`config.mk`:
```
export PLATFORM = sky130hd
export DESIGN_NAME = uart_line_capture
export DESIGN_NICKNAME = d
export VERILOG_FILES = /design/src/rtl/uart_line_capture_pkg.sv /design/src/rtl/uart_line_capture.sv
export SDC_FILE = /design/constraint.sdc
export NUM_CORES = 1
export LEC_CHECK = 0
export ABC_AREA = 1
export CELL_PAD_IN_SITES_DETAIL_PLACEMENT = 0
export CELL_PAD_IN_SITES_GLOBAL_PLACEMENT = 1
export CORE_MARGIN = 4
export CORE_UTILIZATION = 37
export DETAILED_ROUTE_END_ITERATION = 8
export PLACE_DENSITY_LB_ADDON = 0.1
export SLEW_MARGIN = 20
export SYNTH_ARGS = -nofsm -noshare
export SYNTH_HDL_FRONTEND = slang
export SYNTH_SLANG_ARGS = --single-unit
```
`constraint.sdc`:
```
create_clock -name clk -period 2 [get_ports clk]
set_input_delay 0.4 -clock clk [delete_from_list [all_inputs] [get_ports clk]]
set_output_delay 0.4 -clock clk [all_outputs]
set_load 0.05 [all_outputs]
```
`src/rtl/uart_line_capture_pkg.sv`:
```
// Shared character codes, terminator and state encodings for the UART command-line capture path.
// The byte classifier lives here so every consumer of the char stream agrees on the editing rules.
package uart_line_capture_pkg;

  localparam logic [7:0] CH_CR     = 8'h0D;
  localparam logic [7:0] CH_LF     = 8'h0A;
  localparam logic [7:0] CH_BS     = 8'h08;
  localparam logic [7:0] CH_DEL    = 8'h7F;
  localparam logic [7:0] CH_ESC    = 8'h1B;
  localparam logic [7:0] TERM_BYTE = 8'hFF;
  localparam int unsigned OUT_BASE = 128;

  typedef enum logic [1:0] {
    S_COLLECT = 2'd0,
    S_TERM    = 2'd1,
    S_LOCKED  = 2'd2
  } cap_state_t;

  typedef enum logic [1:0] {
    CC_PRINT = 2'd0,
    CC_ERASE = 2'd1,
    CC_EOL   = 2'd2,
    CC_DROP  = 2'd3
  } char_class_t;

  function automatic char_class_t classify(input logic [7:0] c);
    if (c == CH_ESC) return CC_DROP;
    if (c >= 8'h20 && c <= 8'h7E) return CC_PRINT;
    if (c == CH_BS || c == CH_DEL) return CC_ERASE;
    if (c == CH_CR || c == CH_LF) return CC_EOL;
    return CC_DROP;
  endfunction

endpackage

```
`src/rtl/uart_line_capture.sv`:
```
// Assembles one edited command line into BRAM, terminates it, pulses line_done and
// holds the line locked (ch_ready low) until the consumer returns line_ack.
module uart_line_capture
  import uart_line_capture_pkg::*;
#(
  parameter int unsigned       ADDR_W    = 8,
  parameter logic [ADDR_W-1:0] BASE_ADDR = '0,
  parameter int unsigned       MAX_LEN   = OUT_BASE - 1,
  parameter logic [7:0]        TERM      = TERM_BYTE
) (
  input  logic              clk,
  input  logic              rst,
  input  logic              ch_valid,
  input  logic [7:0]        ch_data,
  output logic              ch_ready,
  output logic [ADDR_W-1:0] bram_addr,
  output logic [7:0]        bram_din,
  output logic              bram_we,
  output logic              line_done,
  output logic [7:0]        line_len,
  output logic              overflow,
  input  logic              line_ack
);

  cap_state_t  state, state_nxt;
  logic [7:0]  wr_ptr;
  logic        cr_seen;
  logic        accept;
  logic        crlf_tail;
  logic        room;
  logic        eol_go;
  char_class_t cls;

  function automatic logic [ADDR_W-1:0] addr_of(input logic [7:0] p);
    return BASE_ADDR + ADDR_W'(p);
  endfunction

  assign ch_ready  = (state == S_COLLECT);
  assign accept    = ch_valid && (state == S_COLLECT);
  assign cls       = classify(ch_data);
  // An LF right after the CR that closed the previous line is the tail of a CRLF pair.
  assign crlf_tail = (ch_data == CH_LF) && cr_seen;
  assign room      = (wr_ptr < 8'(MAX_LEN));
  assign eol_go    = accept && (cls == CC_EOL) && !crlf_tail;

  always_ff @(posedge clk or posedge rst) begin
    if (rst) state <= S_COLLECT;
    else     state <= state_nxt;
  end

  always_comb begin
    state_nxt = state;
    case (state)
      S_COLLECT: if (eol_go) state_nxt = S_TERM;
      S_TERM:    state_nxt = S_LOCKED;
      S_LOCKED:  if (line_ack) state_nxt = S_COLLECT;
      default:   state_nxt = S_COLLECT;
    endcase
  end

  always_ff @(posedge clk or posedge rst) begin
    if (rst) begin
      wr_ptr    <= 8'd0;
      cr_seen   <= 1'b0;
      bram_addr <= BASE_ADDR;
      bram_din  <= 8'd0;
      bram_we   <= 1'b0;
      line_done <= 1'b0;
      line_len  <= 8'd0;
      overflow  <= 1'b0;
    end else begin
      bram_we   <= 1'b0;
      line_done <= 1'b0;
      case (state)
        S_COLLECT: begin
          if (accept) begin
            cr_seen <= 1'b0;
            case (cls)
              CC_PRINT: begin
                if (room) begin
                  bram_we   <= 1'b1;
                  bram_addr <= addr_of(wr_ptr);
                  bram_din  <= ch_data;
                  wr_ptr    <= wr_ptr + 8'd1;
                end else begin
                  overflow  <= 1'b1;
                end
              end
              // Erase only moves the pointer; the stale byte is overwritten or sits past the terminator.
              CC_ERASE: if (wr_ptr != 8'd0) wr_ptr <= wr_ptr - 8'd1;
              CC_EOL: begin
                if (!crlf_tail) begin
                  bram_we   <= 1'b1;
                  bram_addr <= addr_of(wr_ptr);
                  bram_din  <= TERM;
                  line_len  <= wr_ptr;
                  cr_seen   <= (ch_data == CH_CR);
                end
              end
              default: ;
            endcase
          end
        end
        S_TERM: begin
          line_done <= 1'b1;
          wr_ptr    <= 8'd0;
        end
        S_LOCKED: if (line_ack) overflow <= 1'b0;
        default: ;
      endcase
    end
  end

endmodule

```
==> results of run 1 <==
==> stage by stage <==
stage,std cells,util [%]
5_1_grt,436,56.2
2_1_floorplan,284,-
6_report,436,56.2
3_5_place_dp,423,51.6
3_3_place_gp,423,51.6
4_1_cts,435,55.7
==> worst reg2reg max path, cell delays in order (launching register included) <==
cell and delay, ns:
dfrtp_1 0.47, ha_4 0.33, buf_4 0.13, nand4_1 0.12, o21ai_2 0.18, nand2_1 0.07
nand2_1 0.06, nor2_1 0.04, nand2_1 0.09, nand2_1 0.06
==> metal layers <==
layer / up-vias / wire length [um] / global-route usage (%)
met3: 4 / 214 / 3.36
met5: - / 0 / 0
met1: 907 / 2680 / 22.3
li1: 1064 / - / -
met4: 0 / 49 / 3.51
met2: 42 / 2390 / 25.1
==> final timing paths <==
path	slack, ns	start	to
setup / recovery	0.12	line_len[7]	line_len[7]
hold / removal	0.40	ch_data[3]	bram_din[3]
setup reg to reg	0.35	wr_ptr[2]	wr_ptr[5]
hold reg to reg	0.47	bram_din[2]	bram_din[2]
max in group asynchronous	1.12	rst	bram_din[7]
min in group asynchronous	0.53	rst	bram_we
==> cell families (layout without fill, tap and decap cells) <==
group / Yosys count / count (layout) / share of synthesized area, %
and+or+nand+nor: 172 / 172 / 35.6
DFF: 38 / 38 / 44.5
buffers and inverters: 35 / 115 / 7.03
AOI/OAI and AO/OA: 31 / 31 / 7.91
adders and majority gates: 7 / 7 / 4.45
xor gates and xnor gates: 1 / 1 / 0.410
==> Yosys cell counts, types with 2 or more instances <==
cell type  instances  area (sq um)
buf_6              2          22.5
nand2_2            4          25.0
nand3_1            9          45.0
o21ai_0           15          75.1
nand4_1           10          62.6
a21oi_1            8          40.0
o21ai_1            3          15.0
nor2_4             2          22.5
dfrtp_1           38           951
ha_1               6          75.1
nand3_2            3          30.0
nor2_1            25          93.8
nand2_1          111           417
inv_2              6          22.5
inv_1             25          93.8
nor2_2             4          25.0
==> repair_timing <==
| action | CTS | global route |
|---|---|---|
| buffers inserted | 4 | 1 |
| pin swaps | 6 | 12 |
| setup endpoints to repair | 6 | 6 |
| endpoints found under the hold margin | 0 | 0 |
| gates resized for setup | 21 | 26 |
==> final cells by class <==
type                            count  area (sq um)  area share [%]
Sequential cell                    38           951            30.5
Clock buffer                        5          68.8            2.21
Inverter                           32           125            4.02
Tap cell                           72          90.1            2.89
Multi-Input combinational cell    211          1150            36.9
Clock inverter                      3          68.8            2.21
Timing Repair Buffer               75           661            21.2
==> power by group through the flow <==
stage | clock (mW) | sequential, mW | combinational [mW]
2_1_floorplan | 0 | 1.55 | 0.502
3_3_place_gp | 0 | 1.14 | 1.45
3_5_place_dp | 0 | 1.15 | 1.45
4_1_cts | 0.793 | 1.15 | 1.49
5_1_grt | 0.827 | 1.17 | 1.64
6_report | 0.778 | 1.15 | 1.51
==> flip-flops by register name, summed over array words and instances, names as in the netlist <==
| signal | cells |
|---|---|
| bram_we | 1 |
| line_len | 8 |
| wr_ptr | 8 |
| line_done | 1 |
| cr_seen | 1 |
| state | 2 |
| bram_din | 8 |
| overflow | 1 |
| bram_addr | 8 |
==> impl_results.md, run 1 <==
* Seq cells post-synth at 38
* Fmax at roughly 530 MHz
* Clock network power share at between 20% and 30%
* Post-route cell area at slightly above 3000 sq um
* Hold Crit Depth at 3
* Post-Place Setup Slack at -0.627 ns
* Cell count after synthesis at ~280
* Pre-antenna DRT Iters at 4
* Setup_tns at 0 ns
* P_int at 2.03 mW
* Final wirelength at 5330 um
* Tmin final at 1.88 ns
* Sequential power share at 33.4%
* Num rows at 27
* Total Power at 3.43 mW
* GR Util All Layers at 15.8%
* Fin Hold WS at around 0.40 ns
* CTS sink count at 38
* I/O Pins at 40
* Clk slew on worst S/H paths at roughly 0.080 ns
* Detailed Place HPWL at 4100 um
* Most frequent cells in the layout: nand2_1 (106), dfrtp_1 (38), buf_4 (34), clkdlybuf4s50_1 (30), nor2_1 (24)
* Main synth FF type: dfrtp_1
* CP max FO at 2
* Comb pwr share at 43.9%
* Clk_skew at a little under 0.01 ns
* Grt ovf at 0
* Die H at 84.0 um
* CP required at 1.60 ns
* Overall via count from detail_route at 2,017
* Crit-path max cell delay at 0.81 ns
* Ys Warns at 0
* Slew headroom at 66.3%
* Syn_nets at 303
* Number of synthesized flops with an enable pin at 0
* Sw Ratio at about two fifths
* Crit path buf inv count at 1
* FF-to-FF path depth at 9
* Worst Setup Path Type: flip-flop to primary output
* Die W at between 80 and 90 um
* Layout cells sized above 1 at 26.6%
* Hold buffers post-CTS at 0
* Layout net count at 382
* CP endpoint kind: primary output
* Power Dens Cells at 1100 nW/um^2
* Core area at 5540 sq um
* Final worst slack at 0.119 ns
* Total CTS buffers at 5
* CP arrival at 1.48 ns
* Critical path cell sequence: clkdlybuf4s50_1
* Tcrit/Tclk final at 94.1%
* Antenna diode count at 0
* Critical path's slowest cell: clkdlybuf4s50_1
* Routability cong. at a little under 0.9
* Syn_area_per_cell at 7.52 sq um
* Seq/Total Area, Yosys at 44.5%
* Slew @ Worst Pin at 0.504 ns
* CTS Root Cell: clkbuf_8
* Antenna violations before repair at 0
* Netlist cell types at 29
* DRT antenna net count at 0
* # fillers at 540
* Vias in the first global route at 1,942
* DP Area at 2860 sq um
* Clk_lat worst skew at between 0.2 and 0.3 ns
* Area growth, synth to finish at 46.0%
* H-Tree Level Count at 2
* Drt drc at 0
* Leakage at ~1.6 nW
* Initial drt markers at 81
* CTS tree: done
* Netlist Area Pre-Place at 2130 sq um
* Global-route wire length before repair at 9160 um
* Min-Delay Path Class: primary input to flip-flop
* Asr flop ratio synth at 100%
* Sw Pwr at 1.40 mW
* Drt via density at 4.63
* Delay-heaviest family, CP: buffers and inverters
* Setup crit start kind: flip-flop
* Peak VDD IR at 572 uV
* Longest Clk Path Bufs at 2
* IO buf count at 39
* Die Area at between 7000 and 8000 sq um
* Cell depth of the worst setup path at 1
* Largest net degree at the start of global routing at 39
* Commonest non-fill, non-tap cell in the layout: nand2_1
* Avg WL per Cell at 12.2 um
* Initial Util at 38.5%
* Final Hold Viols at 0
* Final setup fails at 0
* Max_cap viols at 0
* Slew Limit Fails at 0
* Status: finished, final reports clean
Power figures use the tool's default switching activity.
==> run 2: changes to the inputs <==
- CORE_UTILIZATION: 37 -> 45
- DONT_BUFFER_PORTS: default -> 1
- PLACE_DENSITY: default -> 0.88
- PLACE_DENSITY_LB_ADDON: 0.1 -> default
==> run 2 against run 1 <==
Worst hold slack got worse by 0.30 ns. Power fell by 10%. Critical path type is now flip-flop to flip-flop. Critical path depth rose by 9. Critical endpoint is now bram_addr[6]. Cell area fell by 21%. Highest routed layer unchanged. Count of clock-buffer cells in the layout rose by 1. Routed wire length fell by 6.1%. Fmax rose by 6.7%. Sequential share of layout area rose by 8.3 points. Die area fell by 16%. Global-route usage rose by 2.6 points. First-iteration DRC count rose by 22%. Utilization fell by 1.4 points.
==> impl_results.md, run 2 (same netlist as run 1, synthesis figures left out) <==
* Status: finished, final reports clean (unchanged)
* Most frequent cells in the layout: nand2_1 (110), dfrtp_1 (38), inv_1 (25), nor2_1 (25), buf_4 (18) (was nand2_1 (106), dfrtp_1 (38), buf_4 (34), clkdlybuf4s50_1 (30), nor2_1 (24))
* Layout net count at 325 (was 382)
* Clk_lat worst skew at 0.30 ns (was 0.29 ns)
* Core area at 4470 sq um (was 5540 sq um)
* Initial drt markers at 99 (was 81)
* Post-CTS sizing at 0 (was 21)
* Clk slew on worst S/H paths at 0.08 ns (about the same)
* Die H at 76.9 um (was 84.0 um)
* Antenna violations before repair at 0 (unchanged)
* Detailed Place HPWL at 3720 um (was 4100 um)
* Layout cells sized above 1 at 16.9% (was 26.6%)
* Total CTS buffers at 5 (unchanged)
* CTS Root Cell: clkbuf_8 (unchanged)
* Final setup fails at 0 (unchanged)
* Global-route wire length before repair at 8780 um (was 9160 um)
* Finished Layout Cells at 359 (was 436)
* CP endpoint kind: flip-flop (was primary output)
* Pre-antenna DRT Iters at 4 (unchanged)
* Largest net degree at the start of global routing at 39 (unchanged)
* Fmax at 567 MHz (was 532 MHz)
* CP required at 2.24 ns (was 1.60 ns)
* Grt ovf at 0 (unchanged)
* Peak VDD IR at 382 uV (was 572 uV)
* Die W at 76.9 um (was 84.0 um)
* CTS sink count at 38 (unchanged)
* Setup crit start kind: flip-flop (unchanged)
* Slew headroom at 66.6% (was 66.3%)
* GR Util All Layers at 18.5% (was 15.8%)
* Power Dens Cells at 1250 nW/um^2 (was 1100 nW/um^2)
* CP max FO at 10 (was 2)
* Final wirelength at 5010 um (was 5330 um)
* Final Hold Viols at 0 (unchanged)
* CTS tree: done (unchanged)
* Final worst slack at 0.236 ns (was 0.119 ns)
* Tmin final at 1.76 ns (was 1.88 ns)
* Post-Place Setup Slack at -0.0326 ns (was -0.627 ns)
* Initial Util at 47.7% (was 38.5%)
* Worst Setup Path Type: flip-flop to flip-flop (was flip-flop to primary output)
* Tcrit/Tclk final at 88.2% (was 94.1%)
* Routability cong. at 0.852 (was 0.873)
* RSZ-0062 raised after global routing: no
* Clk_skew at 0.00585 ns (was 0.00972 ns)
* Vias in the first global route at 1,819 (was 1,942)
* Post-CTS Setup Repair Bufs at 0 (was 4)
* I/O Pins at 40 (unchanged)
* Die Area at 5910 sq um (was 7050 sq um)
* Dpl cells at 351 (was 423)
* CP arrival at 2.00 ns (was 1.48 ns)
* Overall via count from detail_route at 1,843 (was 2,017)
* Avg WL per Cell at 13.9 um (was 12.2 um)
* Drt via density at 5.13 (was 4.63)
* Leakage at 1.35 nW (was 1.59 nW)
* Post-route cell area at 2450 sq um (was 3120 sq um)
* H-Tree Level Count at 2 (unchanged)
* Drt drc at 0 (unchanged)
* Hold buffers post-CTS at 0 (unchanged)
* Min-Delay Path Class: primary input to async pin (was primary input to flip-flop)
* Commonest non-fill, non-tap cell in the layout: nand2_1 (unchanged)
* Max_cap viols at 0 (unchanged)
* Slew @ Worst Pin at 0.501 ns (was 0.504 ns)
* Num rows at 24 (was 27)
* Longest Clk Path Bufs at 2 (unchanged)
* IO buf count at 0 (was 39)
* DP Area at 2310 sq um (was 2860 sq um)
* Antenna diode count at 0 (unchanged)
* DRT antenna net count at 0 (unchanged)
* Util after Layout at 54.8% (was 56.2%)
* Area growth, synth to finish at 14.9% (was 46.0%)
* Slew Limit Fails at 0 (unchanged)
[run 2: power by group]
group	total, mW	switching (mW)	internal (mW)
Clock	0.813	0.281	0.532
Combinational	0.662	0.401	0.261
Sequential	1.60	0.655	0.947
Total	3.08	1.34	1.74
[run 2: metrics by stage]
stage	power [mW]	hold slack [ns]	setup TNS, ns
finish	3.08	0.104	0
global route	3.28	0.163	0
CTS	3.10	0.121	0
detailed placement	2.28	0.438	-0.121
global placement	2.25	0.434	0
floorplan	2.05	0.463	0
[run 2: final cells by class]
cell class | count | area (sq um)
inverter | 32 | 123
clock inverter | 2 | 60.1
fill | 439 | 2020
timing repair buffer | 18 | 135
multi-input combinational | 211 | 1040
sequential | 38 | 951
tap | 52 | 65.1
clock buffer | 6 | 82.6
[run 2: path summary, 6_finish.rpt]
| check | startpoint | end | slack, ns | cells after the start |
|---|---|---|---|---|
| worst min register to register | cr_seen | cr_seen | 0.51 | 2 |
| max in group asynchronous | rst | overflow | 1.56 | 2 |
| worst min-delay path | rst | bram_addr[4] | 0.10 | 2 |
| min in group clk | line_ack | state[1] | 0.21 | 1 |
| worst max register to register | wr_ptr[0] | bram_addr[6] | 0.24 | 10 |
| worst max-delay path | wr_ptr[0] | bram_addr[6] | 0.24 | 10 |
[run 2: per-layer routing]
metal	up-vias	track usage (%)	share of wire (%)
li1	942	-	-
met1	848	22.5	45
met2	43	30.4	47
met3	10	5.39	5.5
met4	0	7.79	1.9
met5	-	0	0
[run 2: critical path, stage by stage, from the launching register on]
cell     delay [ns]
dfrtp_1        0.45
inv_2          0.14
nor2_1         0.06
nand2_1        0.07
nand2_1        0.08
nand3_2        0.09
inv_2          0.06
nor3_4         0.37
buf_4          0.25
nand2_1        0.06
nand2_1        0.08
==> run 3: changes to the inputs <==
- CORE_UTILIZATION: 45 -> 37
- DONT_BUFFER_PORTS: 1 -> default
- GPL_TIMING_DRIVEN: default -> 0
==> run 3 against run 2 <==
Sequential power shrank 28%. Utilization shrank 1.9 points. Final cell count grew 16%. Clock skew is essentially flat. Highest routed layer unchanged. Worst setup slack lost 0.14 ns. Sequential cell count is the same.
==> impl_results.md, run 3 (same netlist as run 1, synthesis figures left out) <==
* Largest net degree at the start of global routing at 33 (was 39)
* Delay-heaviest family, CP: buffers and inverters (was simple AND/OR/NAND/NOR gates)
* Layout net count at 362 (was 325)
* Final setup fails at 0 (unchanged)
* Antenna violations before repair at 0 (unchanged)
* I/O Pins at 40 (unchanged)
* R2r startpoint: wr_ptr[0] (unchanged)
* Peak VDD IR at 536 uV (was 382 uV)
* Routability cong. at 0.763 (was 0.852)
* Clk_lat worst skew at 0.29 ns (was 0.30 ns)
* CP required at 1.60 ns (was 2.24 ns)
* Antenna diode count at 0 (unchanged)
* FF-to-FF path depth at 11 (was 10)
* Critical path's slowest cell: dlygate4sd2_1 (was dfrtp_1)
* H-Tree Level Count at 2 (unchanged)
* DRT antenna net count at 0 (unchanged)
* Tcrit/Tclk final at 95.2% (was 88.2%)
* Num rows at 27 (was 24)
* Initial drt markers at 50 (was 99)
* Overall via count from detail_route at 1,952 (was 1,843)
* Detailed Place HPWL at 3760 um (was 3720 um)
* Final wirelength at 5090 um (was 5010 um)
* Pre-antenna DRT Iters at 4 (unchanged)
* Final worst slack at 0.0951 ns (was 0.236 ns)
* Tmin final at 1.90 ns (was 1.76 ns)
* Multi-input gate area at 1180 sq um (was 1040 sq um)
* Drt via density at 4.69 (was 5.13)
* Critical path cell sequence: nor2_4 -> dlygate4sd2_1 (was inv_2 -> nor2_1 -> nand2_1 -> nand2_1 -> nand3_2 -> inv_2 -> nor3_4 -> buf_4 -> nand2_1 -> nand2_1)
* Post-Place Setup Slack at -0.787 ns (was -0.0326 ns)
* Setup crit start kind: flip-flop (unchanged)
* CTS tree: done (unchanged)
* Register area at 951 sq um (unchanged)
* Fmax at 525 MHz (was 567 MHz)
* R2R Path End: bram_din[1] (was bram_addr[6])
* Critical Path End: ch_ready (was bram_addr[6])
* CTS Root Cell: clkbuf_8 (unchanged)
* Die W at 84.0 um (was 76.9 um)
* Slew @ Worst Pin at 0.712 ns (was 0.501 ns)
* CP max FO at 6 (was 10)
* Longest Clk Path Bufs at 2 (unchanged)
* Commonest non-fill, non-tap cell in the layout: nand2_1 (unchanged)
* Crit path buf inv count at 1 (was 3)
* Clk_skew at 0.00558 ns (was 0.00585 ns)
* # fillers at 546 (was 439)
* Setup slack, reg-to-reg at 0.16 ns (was 0.24 ns)
* Min-Delay Path Class: primary input to async pin (unchanged)
* Util after Layout at 52.9% (was 54.8%)
* Max_cap viols at 0 (unchanged)
* Initial Util at 38.5% (was 47.7%)
* Slew headroom at 52.4% (was 66.6%)
* Total CTS buffers at 5 (unchanged)
* Power Dens Cells at 1070 nW/um^2 (was 1250 nW/um^2)
* Status: finished, final reports clean (unchanged)
* Core area at 5540 sq um (was 4470 sq um)
* Area growth, synth to finish at 37.2% (was 14.9%)
* Die H at 84.0 um (was 76.9 um)
* Slew Limit Fails at 0 (unchanged)
* Final Hold Viols at 0 (unchanged)
* Critical Path Start: state[1] (was wr_ptr[0])
* Hold buffers post-CTS at 0 (unchanged)
* Leakage at 1.47 nW (was 1.35 nW)
* CP endpoint kind: primary output (was flip-flop)
* IO buf count at 39 (was 0)
* Die Area at 7050 sq um (was 5910 sq um)
* Cell depth of the worst setup path at 2 (was 10)
* Worst Setup Path Type: flip-flop to primary output (was flip-flop to flip-flop)
* Drt drc at 0 (unchanged)
* Grt ovf at 0 (unchanged)
* GR Util All Layers at 14.5% (was 18.5%)
* Global-route wire length before repair at 8340 um (was 8780 um)
* Layout cells sized above 1 at 23.8% (was 16.9%)
* Most frequent cells in the layout: nand2_1 (102), dfrtp_1 (38), clkdlybuf4s50_1 (30), nor2_1 (23), inv_1 (20) (was nand2_1 (110), dfrtp_1 (38), inv_1 (25), nor2_1 (25), buf_4 (18))
* RSZ-0062 raised after global routing: no (unchanged)
* CP arrival at 1.50 ns (was 2.00 ns)
* Clk slew on worst S/H paths at 0.08 ns (about the same)
* Avg WL per Cell at 12.2 um (was 13.9 um)
* CTS sink count at 38 (unchanged)
* Crit-path max cell delay at 0.55 ns (was 0.45 ns)
* Vias in the first global route at 1,816 (was 1,819)
## run 3: worst register-to-register path: cells and delay by family (launching register included)
| family | cells | cell delay [ns] |
|---|---|---|
| flops | 1 | 0.46 |
| buf+inv | 4 | 0.48 |
| simple gates | 7 | 0.79 |
## run 3: cell type report
class,instances,area share [%]
Clock buffer,6,2.82
Tap cell,72,3.08
Sequential cell,38,32.5
Multi-Input combinational cell,211,40.2
Inverter,32,4.19
Buffer,3,0.940
Timing Repair Buffer,52,15.8
Clock inverter,2,0.427
## run 3: per-layer routing
metal	track usage, %	wire (um)	vias to the layer above
met5	0	0	-
met1	19.0	2420	884
met3	2.96	191	7
met2	23.4	2390	38
met4	5.99	89	0
li1	-	-	1023
## run 3: repair_timing
action | 4_1_cts | 5_1_grt
endpoints found under the setup margin | 8 | 18
resized for setup | 32 | 23
hold endpoints to repair | 0 | 0
setup buffers | 6 | 6
pin swaps | 3 | 12
cloned | 0 | 0
## run 3: worst min path at each step
stage	cells past startpoint	start	endpoint
after floorplan	2	cr_seen	cr_seen
after CTS	2	rst	line_len[2]
final	2	rst	wr_ptr[1]
after detailed placement	2	bram_addr[6]	bram_addr[6]
after global placement	2	bram_din[0]	bram_din[0]
after global routing	2	rst	line_len[2]
## run 3: through the flow
step / hold slack (ns) / setup TNS (ns) / cells / cell area, sq um / total power [mW]
after detailed placement: 0.459 / -10.60 / 396 / 2640 / 2.50
final: 0.315 / 0 / 416 / 2930 / 3.12
after floorplan: 0.463 / 0 / 284 / 2140 / 2.05
after CTS: 0.313 / 0 / 410 / 2860 / 3.12
after global placement: 0.453 / -12.39 / 395 / 2620 / 2.47
after global routing: 0.336 / 0 / 416 / 2930 / 3.31
## run 3: report_power, final
part	total (mW)	switching (mW)	internal, mW
clock	0.555	0.278	0.277
combinational	1.42	0.916	0.507
sequential	1.15	0.190	0.955
total	3.12	1.38	1.74
